`src/rtl/instr_mem_pkg.sv`:
```
`default_nettype none
// ============================================================================
// Module      : instr_mem_pkg
// Description : Shared constants for the fetch-stage instruction memory:
//               response fault codes, controller state encoding, default
//               NOP word and a per-byte even-parity helper.
// Options     : IMEM_PARITY_EN (parity helper only used when defined)
// Revision    : 1.0 - initial release
// ============================================================================
package instr_mem_pkg;

   // Response fault codes
   localparam logic [1:0] FAULT_OK       = 2'b00;
   localparam logic [1:0] FAULT_MISALIGN = 2'b01;
   localparam logic [1:0] FAULT_RANGE    = 2'b10;
   localparam logic [1:0] FAULT_PARITY   = 2'b11;

   // Controller state encoding
   typedef enum logic [0:0] {
      ST_CLEAR = 1'b0,
      ST_RUN   = 1'b1
   } state_t;

   // Instruction word returned with faulted responses unless overridden
   localparam logic [31:0] NOP_DEFAULT = 32'h0000_0000;

   // Even parity per byte: bit b is the XOR of byte b, so byte plus parity
   // always carries an even number of ones.
   function automatic logic [3:0] byte_parity(input logic [31:0] word);
      logic [3:0] par;
      for (int b = 0; b < 4; b++) begin
         par[b] = ^word[8*b +: 8];
      end
      return par;
   endfunction

endpackage
`default_nettype wire

```
`src/rtl/instr_mem_ctrl_if.sv`:
```
`default_nettype none
// ============================================================================
// Module      : instr_mem_ctrl_if
// Description : Fetch request/response and loader write bundle of the
//               instruction memory.
//               master : fetch unit / boot loader side
//               slave  : instr_mem_ctrl side
// Ports       : init_done, req_*, resp_*, ld_*, inj_par_err (option only)
// Options     : IMEM_PARITY_EN adds inj_par_err
// Revision    : 1.0 - initial release
// ============================================================================
interface instr_mem_ctrl_if #(
   parameter int ADDR_W = 32
);
   logic              init_done;
   logic              req_valid;
   logic              req_ready;
   logic [ADDR_W-1:0] req_addr;
   logic              resp_valid;
   logic              resp_ready;
   logic [31:0]       resp_instr;
   logic [1:0]        resp_fault;
   logic              ld_valid;
   logic              ld_ready;
   logic [ADDR_W-1:0] ld_addr;
   logic [3:0]        ld_be;
   logic [31:0]       ld_data;
   logic              ld_err;
`ifdef IMEM_PARITY_EN
   logic              inj_par_err;
`endif

   modport master (
`ifdef IMEM_PARITY_EN
      output inj_par_err,
`endif
      output req_valid, req_addr, resp_ready,
      output ld_valid, ld_addr, ld_be, ld_data,
      input  init_done, req_ready, resp_valid, resp_instr, resp_fault,
      input  ld_ready, ld_err
   );

   modport slave (
`ifdef IMEM_PARITY_EN
      input  inj_par_err,
`endif
      input  req_valid, req_addr, resp_ready,
      input  ld_valid, ld_addr, ld_be, ld_data,
      output init_done, req_ready, resp_valid, resp_instr, resp_fault,
      output ld_ready, ld_err
   );

endinterface
`default_nettype wire

```
`src/rtl/instr_mem_array.sv`:
```
`default_nettype none
// ============================================================================
// Module      : instr_mem_array
// Description : Word array with one clocked byte-enabled write port and one
//               combinational read port. A read and a write to the same word
//               in the same cycle return the old contents.
// Ports       : clk            - clock
//               we/waddr/wbe/wdata - write port, wbe[b] -> bits 8b+7:8b
//               wpar           - per-byte parity to store (option only)
//               raddr/rdata    - read port
//               rpar           - stored parity of the read word (option only)
// Options     : IMEM_PARITY_EN stores one parity bit per byte
// Revision    : 1.0 - initial release
// ============================================================================
module instr_mem_array #(
   parameter int DEPTH_WORDS = 64,
   localparam int IDX_W      = $clog2(DEPTH_WORDS)
) (
   input  logic             clk,
   input  logic             we,
   input  logic [IDX_W-1:0] waddr,
   input  logic [3:0]       wbe,
   input  logic [31:0]      wdata,
`ifdef IMEM_PARITY_EN
   input  logic [3:0]       wpar,
   output logic [3:0]       rpar,
`endif
   input  logic [IDX_W-1:0] raddr,
   output logic [31:0]      rdata
);

   logic [31:0] mem [DEPTH_WORDS];
`ifdef IMEM_PARITY_EN
   logic [3:0]  par_mem [DEPTH_WORDS];
`endif

   always_ff @(posedge clk) begin
      if (we) begin
         for (int b = 0; b < 4; b++) begin
            if (wbe[b]) begin
               mem[waddr][8*b +: 8] <= wdata[8*b +: 8];
`ifdef IMEM_PARITY_EN
               par_mem[waddr][b]    <= wpar[b];
`endif
            end
         end
      end
   end

   assign rdata = mem[raddr];
`ifdef IMEM_PARITY_EN
   assign rpar  = par_mem[raddr];
`endif

endmodule
`default_nettype wire

```
`src/rtl/instr_mem_ctrl.sv`:
```
`default_nettype none
// ============================================================================
// Module      : instr_mem_ctrl
// Description : Fetch-stage instruction memory. Big-endian byte addressing
//               (byte[addr] in bits 31:24), valid/ready fetch with a one-entry
//               response register, byte-enabled loader port, and a hardware
//               clear of the whole array after every reset.
// Ports       : clk   - clock, all state on rising edge
//               reset - asynchronous, active-low reset
//               bus   - instr_mem_ctrl_if.slave (fetch, response, loader,
//                       init_done, ld_err)
// Options     : IMEM_PARITY_EN - per-byte even parity, fault 11, inj_par_err
// Revision    : 1.0 - initial release
// ============================================================================
module instr_mem_ctrl
   import instr_mem_pkg::*;
#(
   parameter int          DEPTH_WORDS = 64,
   parameter int          ADDR_W      = 32,
   parameter logic [31:0] NOP_INSTR   = NOP_DEFAULT
) (
   input  logic           clk,
   input  logic           reset,
   instr_mem_ctrl_if.slave bus
);

   localparam int IDX_W = $clog2(DEPTH_WORDS);
   // Clear counter has one extra bit: it runs 0..DEPTH_WORDS, writing while
   // the top bit is clear and leaving CLEAR once it reaches DEPTH_WORDS. That
   // extra count is the one-cycle entry into CLEAR before init_done.
   localparam logic [IDX_W:0] CLR_LAST = (IDX_W+1)'(DEPTH_WORDS);

   state_t           state, state_nxt;
   logic [IDX_W:0]   clr_cnt, clr_cnt_nxt;
   logic             run;

   logic             resp_valid_q;
   logic [31:0]      resp_instr_q;
   logic [1:0]       resp_fault_q;
   logic             ld_err_q;

   // ---------------- state register ----------------
   always_ff @(posedge clk or negedge reset) begin
      if (!reset) begin
         state   <= ST_CLEAR;
         clr_cnt <= '0;
      end else begin
         state   <= state_nxt;
         clr_cnt <= clr_cnt_nxt;
      end
   end

   // ---------------- next state / status outputs ----------------
   always_comb begin
      state_nxt   = state;
      clr_cnt_nxt = clr_cnt;
      run         = 1'b0;
      case (state)
         ST_CLEAR: begin
            if (clr_cnt == CLR_LAST) state_nxt   = ST_RUN;
            else                     clr_cnt_nxt = clr_cnt + 1'b1;
         end
         ST_RUN: begin
            run = 1'b1;
         end
         default: state_nxt = ST_CLEAR;
      endcase
   end

   // ---------------- address decode ----------------
   // Range check looks at every address bit above the word index, so no
   // high address aliases onto a valid word.
   logic             req_misalign, req_range;
   logic             ld_misalign, ld_range, ld_ok, ld_fire, req_fire;
   logic [IDX_W-1:0] req_idx, ld_idx;

   assign req_misalign = |bus.req_addr[1:0];
   assign req_range    = |bus.req_addr[ADDR_W-1:IDX_W+2];
   assign req_idx      = bus.req_addr[IDX_W+1:2];
   assign ld_misalign  = |bus.ld_addr[1:0];
   assign ld_range     = |bus.ld_addr[ADDR_W-1:IDX_W+2];
   assign ld_idx       = bus.ld_addr[IDX_W+1:2];

   assign ld_ok    = !ld_misalign && !ld_range;
   assign ld_fire  = bus.ld_valid && run;
   assign req_fire = bus.req_valid && bus.req_ready;

   // ---------------- array ----------------
   logic             arr_we;
   logic [IDX_W-1:0] arr_waddr;
   logic [3:0]       arr_wbe;
   logic [31:0]      arr_wdata;
   logic [31:0]      arr_rdata;
   logic             clearing;

   assign clearing = (state == ST_CLEAR) && !clr_cnt[IDX_W];

   always_comb begin
      arr_we    = 1'b0;
      arr_waddr = ld_idx;
      arr_wbe   = bus.ld_be;
      arr_wdata = bus.ld_data;
      if (clearing) begin
         arr_we    = 1'b1;
         arr_waddr = clr_cnt[IDX_W-1:0];
         arr_wbe   = 4'hF;
         arr_wdata = '0;
      end else if (ld_fire && ld_ok) begin
         arr_we    = 1'b1;
      end
   end

`ifdef IMEM_PARITY_EN
   logic [3:0] arr_wpar, arr_rpar;
   logic       par_bad;
   // Injection inverts only the enabled bytes because only those are written.
   assign arr_wpar = clearing ? 4'h0
                              : (byte_parity(bus.ld_data) ^ {4{bus.inj_par_err}});
   assign par_bad  = |(byte_parity(arr_rdata) ^ arr_rpar);
`endif

   instr_mem_array #(
      .DEPTH_WORDS (DEPTH_WORDS)
   ) u_array (
      .clk   (clk),
      .we    (arr_we),
      .waddr (arr_waddr),
      .wbe   (arr_wbe),
      .wdata (arr_wdata),
`ifdef IMEM_PARITY_EN
      .wpar  (arr_wpar),
      .rpar  (arr_rpar),
`endif
      .raddr (req_idx),
      .rdata (arr_rdata)
   );

   // ---------------- fault priority: misalign > range > parity ----------------
   logic [1:0] fault_nxt;
   always_comb begin
      fault_nxt = FAULT_OK;
      if (req_misalign)   fault_nxt = FAULT_MISALIGN;
      else if (req_range) fault_nxt = FAULT_RANGE;
`ifdef IMEM_PARITY_EN
      else if (par_bad)   fault_nxt = FAULT_PARITY;
`endif
   end

   // ---------------- response register / loader error pulse ----------------
   always_ff @(posedge clk or negedge reset) begin
      if (!reset) begin
         resp_valid_q <= 1'b0;
         resp_instr_q <= NOP_INSTR;
         resp_fault_q <= FAULT_OK;
         ld_err_q     <= 1'b0;
      end else begin
         ld_err_q <= ld_fire && !ld_ok;
         if (req_fire) begin
            resp_valid_q <= 1'b1;
            resp_fault_q <= fault_nxt;
            resp_instr_q <= (fault_nxt == FAULT_OK) ? arr_rdata : NOP_INSTR;
         end else if (bus.resp_ready) begin
            resp_valid_q <= 1'b0;
         end
      end
   end

   assign bus.init_done  = run;
   assign bus.ld_ready   = run;
   assign bus.req_ready  = run && (!resp_valid_q || bus.resp_ready);
   assign bus.resp_valid = resp_valid_q;
   assign bus.resp_instr = resp_instr_q;
   assign bus.resp_fault = resp_fault_q;
   assign bus.ld_err     = ld_err_q;

endmodule
`default_nettype wire

```
`src/flat_wrapper.sv`:
```
// flat-port wrapper written by rule: the top's interface ports become plain ports
module instr_mem_ctrl_flat import instr_mem_pkg::*;
#(
   parameter int          DEPTH_WORDS = 64,
   parameter int          ADDR_W      = 32,
   parameter logic [31:0] NOP_INSTR   = NOP_DEFAULT
)
  (clk, reset, bus_req_valid, bus_req_addr, bus_resp_ready, bus_ld_valid, bus_ld_addr, bus_ld_be, bus_ld_data, bus_init_done, bus_req_ready, bus_resp_valid, bus_resp_instr, bus_resp_fault, bus_ld_ready, bus_ld_err);
  instr_mem_ctrl_if #(.ADDR_W(ADDR_W)) bus_i ();
  input  logic clk;
  input  logic reset;
  input wire logic [$bits(bus_i.req_valid)-1:0] bus_req_valid;
  input wire logic [$bits(bus_i.req_addr)-1:0] bus_req_addr;
  input wire logic [$bits(bus_i.resp_ready)-1:0] bus_resp_ready;
  input wire logic [$bits(bus_i.ld_valid)-1:0] bus_ld_valid;
  input wire logic [$bits(bus_i.ld_addr)-1:0] bus_ld_addr;
  input wire logic [$bits(bus_i.ld_be)-1:0] bus_ld_be;
  input wire logic [$bits(bus_i.ld_data)-1:0] bus_ld_data;
  output wire logic [$bits(bus_i.init_done)-1:0] bus_init_done;
  output wire logic [$bits(bus_i.req_ready)-1:0] bus_req_ready;
  output wire logic [$bits(bus_i.resp_valid)-1:0] bus_resp_valid;
  output wire logic [$bits(bus_i.resp_instr)-1:0] bus_resp_instr;
  output wire logic [$bits(bus_i.resp_fault)-1:0] bus_resp_fault;
  output wire logic [$bits(bus_i.ld_ready)-1:0] bus_ld_ready;
  output wire logic [$bits(bus_i.ld_err)-1:0] bus_ld_err;
  assign bus_i.req_valid = bus_req_valid;
  assign bus_i.req_addr = bus_req_addr;
  assign bus_i.resp_ready = bus_resp_ready;
  assign bus_i.ld_valid = bus_ld_valid;
  assign bus_i.ld_addr = bus_ld_addr;
  assign bus_i.ld_be = bus_ld_be;
  assign bus_i.ld_data = bus_ld_data;
  assign bus_init_done = bus_i.init_done;
  assign bus_req_ready = bus_i.req_ready;
  assign bus_resp_valid = bus_i.resp_valid;
  assign bus_resp_instr = bus_i.resp_instr;
  assign bus_resp_fault = bus_i.resp_fault;
  assign bus_ld_ready = bus_i.ld_ready;
  assign bus_ld_err = bus_i.ld_err;
  instr_mem_ctrl #(.DEPTH_WORDS(DEPTH_WORDS), .ADDR_W(ADDR_W), .NOP_INSTR(NOP_INSTR)) u_core (.clk(clk), .reset(reset), .bus(bus_i));
endmodule
```
`config.mk`:
```
export PLATFORM = sky130hd
export DESIGN_NAME = instr_mem_ctrl_flat
export DESIGN_NICKNAME = d
export VERILOG_FILES = /design/src/rtl/instr_mem_pkg.sv /design/src/rtl/instr_mem_ctrl_if.sv /design/src/rtl/instr_mem_array.sv /design/src/rtl/instr_mem_ctrl.sv /design/src/flat_wrapper.sv
export SDC_FILE = /design/constraint.sdc
export NUM_CORES = 2
export LEC_CHECK = 0
export BUFFER_PORTS_ARGS = -buffer_cell sky130_fd_sc_hd__buf_4
export CORE_ASPECT_RATIO = 0.9
export CORE_MARGIN = 5
export CORE_UTILIZATION = 55
export CTS_CLUSTER_DIAMETER = 50
export DETAILED_ROUTE_END_ITERATION = 10
export PLACE_DENSITY_LB_ADDON = 0.1
export SLEW_MARGIN = 30
export SYNTH_ARGS = -nofsm -noshare
export SYNTH_HDL_FRONTEND = slang
export SYNTH_SLANG_ARGS = --single-unit
```
`constraint.sdc`:
```
create_clock -name clk -period 9.8 [get_ports clk]
set_clock_uncertainty 0.05 [all_clocks]
set_input_delay 2.45 -clock clk [delete_from_list [all_inputs] [get_ports clk]]
set_output_delay 2.45 -clock clk [all_outputs]
set_load 0.01 [all_outputs]
```
Word level (Yosys, flattened, before mapping)
Memory sizes are Yosys's and may differ from the RTL's.
Cells that the tools add are included.
W data, S select, Z words.
{"block": "classes", "reduce_logical": 20, "n_eq_ne": 1, "add_sub_neg": 1, "div_mod_pow": 0, "n_mux": 25, "shift": 0, "mul": 0, "n_lt_le_gt_ge": 0, "bitwise": 2}
{"op": "$mux W32", "n": 2}
{"op": "$reduce_or A24 Y1", "n": 2}
{"op": "$mux W1", "n": 19}
{"op": "$add A7 B1 Y7 const B", "n": 1}
{"op": "$eq A7 B7 Y1 const B", "n": 1}
{"op": "$logic_and A1 B1 Y1", "n": 7}
{"op": "$mux W6", "n": 1}
{"op": "$logic_not A1 Y1", "n": 5}
{"op": "$mux W2", "n": 2}
{"op": "$mux W4", "n": 1}
{"op": "$reduce_or A2 Y1", "n": 2}
{"op": "$logic_not A2 Y1", "n": 1}
{"op": "$not A1 Y1", "n": 2}
{"op": "$reduce_and A2 Y1", "n": 1}
{"op": "$reduce_bool A2 Y1", "n": 1}
{"op": "$logic_or A1 B1 Y1", "n": 1}
{"block": "totals", "ramBits": 2048, "register_bits": 44, "output_inout_bits": 39, "rom_bits": 0, "word_cells": 56, "memories": 1, "latch_bits": 0}
{"name": "u_core.u_array.mem", "words": 64, "word_bits": 32, "read_ports": 1, "rd_ports_with_merged_regs": 0, "write_ports": 1, "line": "instr_mem_array.sv:32", "rtl": "logic [31:0] mem [DEPTH_WORDS];"}

Depth between registers and ports, before layout
{"block": "logic_depth", "depth_word": 8, "ltp_mapped": 9}

Cells and area by module
A second synthesis with hierarchy kept.
{"block": "unflattened", "hier_cells": 3731, "hier_area_um2": 81247.9}
{"mod": "instr_mem_array", "instances": 1, "area_each_um2": 79130.9, "seq_area_each_um2": 61499.0, "cells_per_inst": 3544}
{"mod": "instr_mem_ctrl", "instances": 1, "area_each_um2": 2117.0, "seq_area_each_um2": 1101.1, "cells_per_inst": 187}

Worst setup path after synthesis
No wires, ideal clock.
{"block": "synth_path", "path_type": "input port to output port", "start": "in bus_resp_ready", "end": "out bus_req_ready", "stages": 2, "arrival_ns": 2.786, "path_buffers": 0, "path_slack_ns": 4.514, "cell_sequence": "nand2b_1 and2_1"}
{"block": "synth_between", "elab_chain_cells": 2}
{"element": "start, declared", "line": "flat_wrapper.sv:14", "rtl": "input wire logic [$bits(bus_i.resp_ready)-1:0] bus_resp_ready;"}
{"element": "$logic_or A1 B1 Y1", "line": "instr_mem_ctrl.sv:170", "rtl": "assign bus.req_ready = run && (!resp_valid_q || bus.resp_ready);"}
{"element": "$logic_and A1 B1 Y1", "line": "instr_mem_ctrl.sv:170"}
{"element": "end, declared", "line": "flat_wrapper.sv:20", "rtl": "output wire logic [$bits(bus_i.req_ready)-1:0] bus_req_ready;"}
Every way passes these cells.

Worst setup path after layout
Ends and elaborated chain as after synthesis.

==> impl_metrics.csv <==
group,metric,value,unit
run_status,outcome,"finished clean",
floorplan,placeableCoreArea,149000,µm²
clocking,cts.root.buffer_cell,"clkbuf_16",
route,detailedRoute.firstIterationViolations,5280,
floorplan,row_count,134,
global_routing,groute.usage.overall,28.2,%
sta,clock.fmax,175,MHz
setup_path,worst_path_max_delay_cell,"buf_4",
clocking,cts_made_buffers,207,
yosys,synth-main-ff-cell,"edfxtp_1",
clocking,cts_num_sinks,2092,
setup_path,critical_path.n_buffers_inverters,3,
clocking,clk_pin_slew,0.06,ns
sta,setup_viol_count_final,0,
route,route.detailed.wl_per_inst,33.0,µm
run,max_cap_violations,0,
clocking,postCtsHoldBufs,0,
hold_path,min_path_type,"flip-flop to flip-flop",
global_routing,via_count_of_the_first_global_routing_pass,42900,
pwr,cellPowerDensity,191,nW/µm²
final_layout,n_fill_cell,10300,
placement,gp_congestion,0.819,
clocking,cts_max_path_buffers,3,
route,mean_number_of_vias_per_cell,6.47,
yosys,synth-edff-count,2048,
placement,dpl-instance-area,86900,µm²
sta,fin_setup_tns,0,ns
pwr,switching_power,0.00365,W
placement,cell_count_post_placement,6342,
yosys,synth.yosys.warnings,0,
yosys,post_synth_instance_area,82500,µm²
placement,dp_hpwl,133,mm
pwr,p_seq_share,54.3,%
yosys,yosysUniqueCellTypes,59,
setup_path,crit_arrival,3.23,ns
route,num_vias,43500,
setup_path,crit_fanout,3,
pwr,cellInternalPower,0.0142,W
setup_path,endpoint_kind,"primary output",
setup_path,crit_path_start_kind,"primary input",
setup_path,worst_path_most_repeated_cell,"buf_4",
clocking,htree_levels,4,
pwr,total_leakage_power,27.6,nW
pwr,power.switching_fraction,20.5,%
clocking,post_cts_buffers,0,
final_layout,final_util,62.8,%
yosys,synth-async-reset-ratio,2.10,%
final_layout,fin_area,93400,µm²
global_routing,grt_antenna_before_repair,4,
sta,final-hold-violation-count,0,
setup_path,worst_path_dominant_cell_family,"buffers and inverters",
sta,slew_viol_final,0,
setup_path,crit_required,7.30,ns
route,route.final.wire_length,222,mm
global_routing,wire_length_of_the_first_global_routing_pass,317,mm
yosys,flip_flop_and_latch_count_after_synthesis,2092,
floorplan,initial_utilization,55.5,%
pwr,share_comb_of_total_power,3.0,%
sta,fin_crit_sh,58.5,%
yosys,syn-instance-count,4289,
yosys,synth.area.top_cells,"edfxtp_1, mux4_2, mux2i_1",
floorplan,io_pins,144,
final_layout,num-nets-final,4686,
clocking,post_cts_resized,0,
final_layout,post_layout_nonfiller_instances,6731,
yosys,share_of_the_yosys_chip_area_belonging_to_registers,75.9,%
clocking,insertion_delay_of_the_later_clocked_pin_in_the_worst_skew_pair,0.83,ns
floorplan,die_w,418,µm
setup_path,max_stage_delay,0.20,ns
yosys,postSynthAreaPerCell,19.2,µm²
setup_path,worst-setup-path-type,"primary input to primary output",
route,drt_drc_violations_left,0,
floorplan,fp.dieArea,158000,µm²
route,drt_pre_antenna_iters,5,
yosys,synth_top_area_share,74.6,%
route,antenna_violating_nets_post_route,0,
sta,maxSlewHeadroom,26.7,%
pwr,power_frac_clock,42.7,%
clocking,cts_tree,"built",
global_routing,overflow,0,
final_layout,drive_above_1_share,25.8,%
floorplan,fp.dieH,377,µm
pwr,irDropWorstVdd,0.000190,V
placement,port-buffer-count,143,
sta,period_needed,5.73,ns
yosys,synthDominantAreaCellType,"edfxtp_1",
sta,tightest_slew,1.10,ns
sta,rsz0062_at_grt,"no",
setup_path,cp_cell_sequence,"buf_4, nand2b_1, buf_4, and2_1, buf_4",
yosys,synthesis.nets,4396,
final_layout,area.growth.synth_to_final,13.3,%
global_routing,grt_max_degree,134,
[worst paths after layout]
check	startpoint	end	slack, ns	cells after the start
max in group asynchronous	reset	u_core.clr_cnt[2]	7.55	1
worst min-delay path	u_core.bus.resp_fault[1]	u_core.bus.resp_fault[1]	0.44	2
worst max register to register	u_core.state	u_core.u_array.mem[47][25]	4.55	7
worst min register to register	u_core.bus.resp_fault[1]	u_core.bus.resp_fault[1]	0.44	2
worst max-delay path	bus_resp_ready	bus_req_ready	4.07	5
min in group asynchronous	reset	u_core.bus.resp_valid	1.58	1
[flip-flops by register name (all words and copies together) (netlist names)]
name,cells
u_core.bus.resp_fault,2
u_core.u_array.mem,2048
u_core.bus.resp_valid,1
u_core.state,1
u_core.bus.resp_instr,32
u_core.bus.ld_err,1
u_core.clr_cnt,7
[metal layers]
layer	vias to the layer above	track usage (%)	routed length, µm
li1	18100	-	-
met1	23000	42.4	93500
met2	2136	42.7	103000
met3	323	5.20	19000
met4	2	8.60	6660
met5	-	0	13
[through the flow]
step | total power, W | worst slack [ns] | hold slack, ns
final | 0.0178 | 4.07 | 0.436
after global routing | 0.0183 | 4.05 | 0.478
after CTS | 0.0179 | 4.06 | 0.439
after detailed placement | 0.0104 | 3.77 | 0.426
after global placement | 0.0104 | 3.75 | 0.419
after floorplan | 0.0102 | 4.51 | 0.447
[placed cells by master, fill, tap and decap left out, types with 6 or more instances in the layout]
cell,count
dfrtp_1,44
bufinv_16,9
inv_1,35
o41ai_2,14
nand2_1,152
nor3_2,46
clkbuf_16,219
buf_4,359
clkinv_2,39
o22ai_1,157
nor2_1,157
nor4_1,8
a31oi_1,31
a211o_1,62
nand2b_2,6
o2111ai_1,31
clkinvlp_4,7
a2111oi_0,16
nor3_1,131
clkbuf_1,48
clkinv_1,51
o41ai_1,18
nand2b_1,8
mux2i_1,346
mux2_2,143
edfxtp_1,2048
nand3_1,8
nor2b_4,35
mux2_1,20
a21oi_1,64
a2111oi_1,17
o221ai_1,31
mux4_2,292
[cell usage after synthesis, drive strengths merged (4+ instances only)]
master and n:
o22ai 157, o21ai 5, a211o 62, xnor2 4, edfxtp 2048, inv 35, nand2 157, o221ai 31
a2111oi 33, mux2 163, nor2 162, nand2b 14, or2 8, dfrtp 44, nor4 12, mux2i 349
nand3 14, o2111ai 31, o41ai 32, a21oi 68, nor3 177, nor2b 38, clkbuf 113, and2 4
a31oi 31, buf 176, mux4 292, nand4 5
[power by group through the flow]
stage / Sequential [W] / Clock (W) / Combinational [W]
floorplan: 0.00986 / 0 / 0.000335
global placement: 0.00986 / 0 / 0.000531
detailed placement: 0.00986 / 0 / 0.000533
CTS: 0.00967 / 0.00770 / 0.000534
global route: 0.00966 / 0.00810 / 0.000557
finish: 0.00967 / 0.00761 / 0.000537
[final cells by class]
cell class                      instances  area [µm²]  share of cell area, %
Antenna cell                            4        10.0                 0.0107
Clock buffer                          267        5660                   6.06
Clock inverter                        118         822                  0.880
Inverter                               35         131                  0.141
Multi-Input combinational cell       1873       18800                   20.2
Sequential cell                      2092       62600                   67.0
Tap cell                             1972        2470                   2.64
Timing Repair Buffer                  370        2880                   3.09
[cells by family (layout without fill, tap and decap cells)]
family	after synthesis	after routing	synth area share, %
AOI/OAI and AO/OA	453	453	4.06
xor gates and xnor gates	6	6	0.0637
adders and majority gates	2	2	0.0303
buffers and inverters	324	790	2.03
DFF	2092	2092	75.9
muxes	804	804	14.5
other	0	4	0
and+or+nand+nor	608	608	3.44
[worst min-delay path, cell delays in order, from the launching register on]
cell	delay, ns
dfrtp_1	0.35
nand2_1	0.05
o21ai_0	0.06
Note: power is estimated with default switching activity, not from simulation.
